**config.mk**
```make
export PLATFORM = sky130hd
export DESIGN_NAME = wave_analyzer
export DESIGN_NICKNAME = d
export VERILOG_FILES = /design/src/rtl/wave_analyzer.sv
export SDC_FILE = /design/constraint.sdc
export NUM_CORES = 1
export LEC_CHECK = 0
export CELL_PAD_IN_SITES_DETAIL_PLACEMENT = 0
export CELL_PAD_IN_SITES_GLOBAL_PLACEMENT = 1
export CORE_UTILIZATION = 30
export CTS_CLUSTER_DIAMETER = 120
export CTS_CLUSTER_SIZE = 30
export DETAILED_ROUTE_END_ITERATION = 8
export PLACE_DENSITY_LB_ADDON = 0.1
export SLEW_MARGIN = 20
export SYNTH_ARGS = -nofsm -noshare
export SYNTH_HDL_FRONTEND = slang
export SYNTH_SLANG_ARGS = --single-unit
```
**constraint.sdc**
```tcl
create_clock -name clk -period 2.75 [get_ports clk]
set_clock_uncertainty 0.15 [all_clocks]
set_input_delay 0.4125 -clock clk [delete_from_list [all_inputs] [get_ports clk]]
set_output_delay 0.4125 -clock clk [all_outputs]
set_load 0.02 [all_outputs]
```
**src/rtl/wave_analyzer.sv**
```systemverilog
// rtl/wave_analyzer.sv - per-period period/max/min/peak-to-peak measurement with hysteresis crossing detector
module wave_analyzer #(
  parameter int DATA_W   = 8,
  parameter int PERIOD_W = 20,
  parameter int MID      = 128,
  parameter int HYST     = 8,
  parameter int TIMEOUT  = 65535
) (
  input  logic                clk,
  input  logic                rst_n,
  input  logic                sample_valid,
  input  logic [DATA_W-1:0]   sample,
  output logic                meas_valid,
  output logic [PERIOD_W-1:0] meas_period,
  output logic [DATA_W-1:0]   meas_max,
  output logic [DATA_W-1:0]   meas_min,
  output logic [DATA_W-1:0]   meas_pp,
  output logic                locked,
  output logic                meas_timeout
);

  localparam logic [DATA_W-1:0]   TH_HI   = DATA_W'(MID + HYST);
  localparam logic [DATA_W-1:0]   TH_LO   = DATA_W'(MID - HYST);
  localparam logic [PERIOD_W-1:0] TO_LAST = PERIOD_W'(TIMEOUT - 1);

  typedef enum logic [1:0] {SEEK_LOW, SEEK_HIGH, MEAS_HIGH, MEAS_LOW} state_t;

  state_t              r_state, w_state;
  logic [PERIOD_W-1:0] r_cnt, w_cnt;
  logic [DATA_W-1:0]   r_max, w_max;
  logic [DATA_W-1:0]   r_min, w_min;
  logic                w_publish, w_timeout;

  logic                r_meas_valid, r_meas_timeout, r_locked;
  logic [PERIOD_W-1:0] r_meas_period;
  logic [DATA_W-1:0]   r_meas_max, r_meas_min, r_meas_pp;

  logic w_low, w_high, w_cross;
  assign w_low   = (sample <= TH_LO);
  assign w_high  = (sample >= TH_HI);
  // A rising crossing only counts once the signal has been seen low first.
  assign w_cross = w_high && ((r_state == SEEK_HIGH) || (r_state == MEAS_LOW));

  always_comb begin
    w_state   = r_state;
    w_cnt     = r_cnt;
    w_max     = r_max;
    w_min     = r_min;
    w_publish = 1'b0;
    w_timeout = 1'b0;
    if (sample_valid) begin
      if (w_cross) begin
        w_publish = (r_state == MEAS_LOW);
        w_state   = MEAS_HIGH;
        w_cnt     = PERIOD_W'(1);
        w_max     = sample;
        w_min     = sample;
      end else if (r_cnt == TO_LAST) begin
        w_timeout = 1'b1;
        w_state   = SEEK_LOW;
        w_cnt     = '0;
        w_max     = '0;
        w_min     = '1;
      end else begin
        w_cnt = r_cnt + PERIOD_W'(1);
        case (r_state)
          SEEK_LOW: begin
            if (w_low) w_state = SEEK_HIGH;
          end
          MEAS_HIGH, MEAS_LOW: begin
            if (sample > r_max) w_max = sample;
            if (sample < r_min) w_min = sample;
            if (r_state == MEAS_HIGH && w_low) w_state = MEAS_LOW;
          end
          default: ;
        endcase
      end
    end
  end

  always_ff @(posedge clk or negedge rst_n) begin
    if (!rst_n) begin
      r_state <= SEEK_LOW;
      r_cnt   <= '0;
      r_max   <= '0;
      r_min   <= '1;
    end else begin
      r_state <= w_state;
      r_cnt   <= w_cnt;
      r_max   <= w_max;
      r_min   <= w_min;
    end
  end

  // Results are captured from the pre-crossing running values.
  always_ff @(posedge clk or negedge rst_n) begin
    if (!rst_n) begin
      r_meas_valid   <= 1'b0;
      r_meas_timeout <= 1'b0;
      r_meas_period  <= '0;
      r_meas_max     <= '0;
      r_meas_min     <= '0;
      r_meas_pp      <= '0;
      r_locked       <= 1'b0;
    end else begin
      r_meas_valid   <= w_publish;
      r_meas_timeout <= w_timeout;
      if (w_publish) begin
        r_meas_period <= r_cnt;
        r_meas_max    <= r_max;
        r_meas_min    <= r_min;
        r_meas_pp     <= r_max - r_min;
        r_locked      <= 1'b1;
      end else if (w_timeout) begin
        r_meas_period <= '0;
        r_locked      <= 1'b0;
      end
    end
  end

  assign meas_valid   = r_meas_valid;
  assign meas_timeout = r_meas_timeout;
  assign meas_period  = r_meas_period;
  assign meas_max     = r_meas_max;
  assign meas_min     = r_meas_min;
  assign meas_pp      = r_meas_pp;
  assign locked       = r_locked;

endmodule
```
==> impl_metrics.ini <==
[finish]
fin_util_pct = 40.2
area_growth_pct = 29.7
layout_common_cells = nand2_1 (88), dfrtp_1 (77), clkdlybuf4s50_1 (56)
fin_nets = 557
fill_cells = 1439
antenna_cells = 0
drive_gt1_share_pct = 12.6
layout_commonest_cell = nand2_1
multi_input_area_um2 = 2020
register_area_um2 = 2140

[power_and_ir_drop]
seqPwrFrac_pct = 34.6
power.total_mw = 5.52
p_int_mw = 3.55
p_leak_nw = 2.58
p_clk_share_pct = 25.8
peakVddDrop_mv = 0.327
pwr-share-comb_pct = 39.6
p_sw_share_pct = 35.8
powerDensity_nw_per_um2 = 982
power_switching_mw = 1.97

[yosys]
synth-edff-count = 0
synth_area_per_cell_um2 = 9.80
synth_area_um2 = 4330
yosysTopAreaCellShare_pct = 44.5
ys_ff_latch = 85
ys_types = 59
ys_warn_count = 0
yosysTopAreaCell = dfrtp_1
synth_nets = 478
netlist_top_cells_area = dfrtp_1 (44%), nand2_1 (7.6%), ha_1 (6.9%), o21ai_0 (5.3%), dfstp_2 (4.9%)
synth-main-ff-cell = dfrtp_1
syn-instance-count = 442
async_reset_ff_share_pct = 100
ys_seq_area_share_pct = 49.3

[sta]
rsz0062_at_grt = false
fin_crit_ns = 2.53
final-max-slew-violation-count = 0
slew_headroom_pct = 40.7
tightest_slew_ns = 0.889
min_period_over_period_pct = 92.2
final-setup-viol-count = 0
fmax_mhz = 394
finalHoldViolCount = 0

[clocking]
postCtsHoldBufs = 0
postCtsResizedCells = 0
clk_pin_slew_ns = 0.06
htreeDepth = 3
worstSkewPairLatency_ns = 0.35
tritoncts = done
cts_sinks = 85
cts_root_buf = clkbuf_16
clock_tree.buffer_depth = 2
cts_buffers = 9
post_cts.repair.setup_buffers = 0

[die]
boundaryPins = 58
start_util_pct = 31.0
die_h_um = 122
die_area_um2 = 14900
rows = 43
die_x_um = 122
core_area_um2 = 14000

[global_routing]
grt_start_max_net_pins = 71
grt_util_all_layers_pct = 16.5
antenna_found_initial = 0
grt_overflow = 0
grt_pass1_wl_um = 18200
grt_pass1_vias = 3393

[critical_path]
critical_path_buf_inv_count = 2
cp-endpoint = r_min[0]
worst-path-max-fanout = 7
reg2reg_depth = 8
critical_path.slowest_cell = dfstp_2
endpoint_kind = flip-flop
critPathLaunchType = flip-flop
path_depth = 8
r2r-start = r_min[1]
critPathRequiredTime_ns = 2.89
worstReg2RegEnd = r_min[0]
crit_chain = inv_1, ha_1, nand2_1, o21ai_0, a2111oi_0, buf_4, a22oi_1, o22a_1
critPathMaxStageDelay_ns = 0.58
startpoint = r_min[1]
crit_arrival_ns = 2.67
reg2reg_slack_ns = 0.22
crit_type = flip-flop to flip-flop
critPathTopFamily = compound AO/OA/AOI/OAI gates

[run]
maxCapViolCount = 0

[placement]
portBuffers = 57
dp_hpwl_um = 8320
place_congestion = 0.810

[run_status]
outcome = completed

[detailed_routing]
drtIter0Drc = 164
avgRoutedWirePerCell_um = 15.7
avgViaCountPerCell = 4.78
dr_total_vias = 3371
dr.pass1.iters = 4
totalWireLength_um = 11100
remaining_drc_errors = 0
final_antenna_net_count = 0

[hold_path]
hold_class = primary input to async pin
-- state kept, by name, indices dropped and copies added (netlist names) --
signal        cells
locked            1
meas_pp           8
r_state           2
meas_min          8
meas_valid        1
meas_period      20
meas_timeout      1
r_cnt            20
meas_max          8
r_max             8
r_min             8
-- power by group through the flow --
stage | Sequential, mW | Combinational, mW | Clock (mW)
2_1_floorplan | 2.11 | 1.09 | 0
3_3_place_gp | 1.93 | 2.18 | 0
3_5_place_dp | 1.94 | 2.20 | 0
4_1_cts | 1.92 | 2.21 | 1.47
5_1_grt | 1.96 | 2.44 | 1.51
6_report | 1.91 | 2.19 | 1.42
-- worst register-to-register path: stages (launching register included) --
cell	delay (ns)
dfstp_2	0.58
inv_1	0.13
ha_1	0.29
nand2_1	0.05
o21ai_0	0.22
a2111oi_0	0.14
buf_4	0.16
a22oi_1	0.51
o22a_1	0.25
-- synthesized netlist by cell type (2+ instances only) --
cell type	instances
a211o_1	2
a211oi_1	4
a21o_1	2
a21oi_1	3
a22o_1	2
a22oi_1	2
a31oi_1	3
and2_1	5
and3_1	7
and4_1	2
buf_2	6
clkbuf_1	8
dfrtp_1	77
dfstp_2	8
ha_1	24
inv_1	24
mux2_2	3
mux2i_1	8
nand2_1	88
nand3_1	11
nand4_1	12
nor2_1	23
nor2b_1	4
nor3_1	3
nor3b_1	2
nor4_1	5
o211ai_1	4
o21ai_0	46
o22a_1	7
o22ai_1	2
o31ai_1	3
or3_1	2
xnor2_1	5
xor2_1	10
-- per-stage QoR --
step	hold slack, ns	setup WS, ns	TNS [ns]	cells	cell area, µm²
after floorplan	-0.0331	0.388	0	442	4330
after global placement	0.314	-0.00830	-0.0528	690	5270
after detailed placement	0.315	-0.0453	-0.304	690	5270
after CTS	0.0858	0.178	0	705	5620
after global routing	0.126	0.114	0	705	5620
final	0.0391	0.215	0	705	5620
-- worst min-delay path by stage --
stage / from / endpoint / slack [ns] / cells past startpoint
2_1_floorplan: rst_n / locked / -0.03 / 0
3_3_place_gp: meas_min[0] / meas_min[0] / 0.31 / 2
3_5_place_dp: meas_min[0] / meas_min[0] / 0.31 / 2
4_1_cts: rst_n / meas_period[13] / 0.09 / 1
5_1_grt: rst_n / meas_period[10] / 0.13 / 1
6_report: rst_n / meas_period[13] / 0.04 / 1
-- layout make-up --
type,count,area share (%)
flip-flops and latches,85,38.0
multi-input cells,315,36.0
repair buffers,85,14.1
clock buffers,11,4.50
well taps,180,4.01
clock inverters,4,1.69
inverters,25,1.67
-- routing by layer --
layer	GRT usage (%)	vias to the layer above	share of wire [%]
met5	0	-	0
met3	2.62	13	3.5
met4	7.70	0	1.9
met2	22.9	50	41
met1	24.6	1606	53
li1	-	1702	-
-- logic make-up (layout without fill, tap and decap cells) --
| group | Yosys count | in the layout | synth area share [%] |
|---|---|---|---|
| AOI/OAI and AO/OA | 91 | 91 | 14.3 |
| buffers and inverters | 42 | 125 | 4.10 |
| DFF | 85 | 85 | 49.3 |
| adders and majority gates | 25 | 25 | 7.39 |
| and+or+nand+nor | 173 | 173 | 19.2 |
| muxes | 11 | 11 | 2.63 |
| xor gates and xnor gates | 15 | 15 | 3.03 |
No activity file was read; power rests on OpenSTA's default activity.
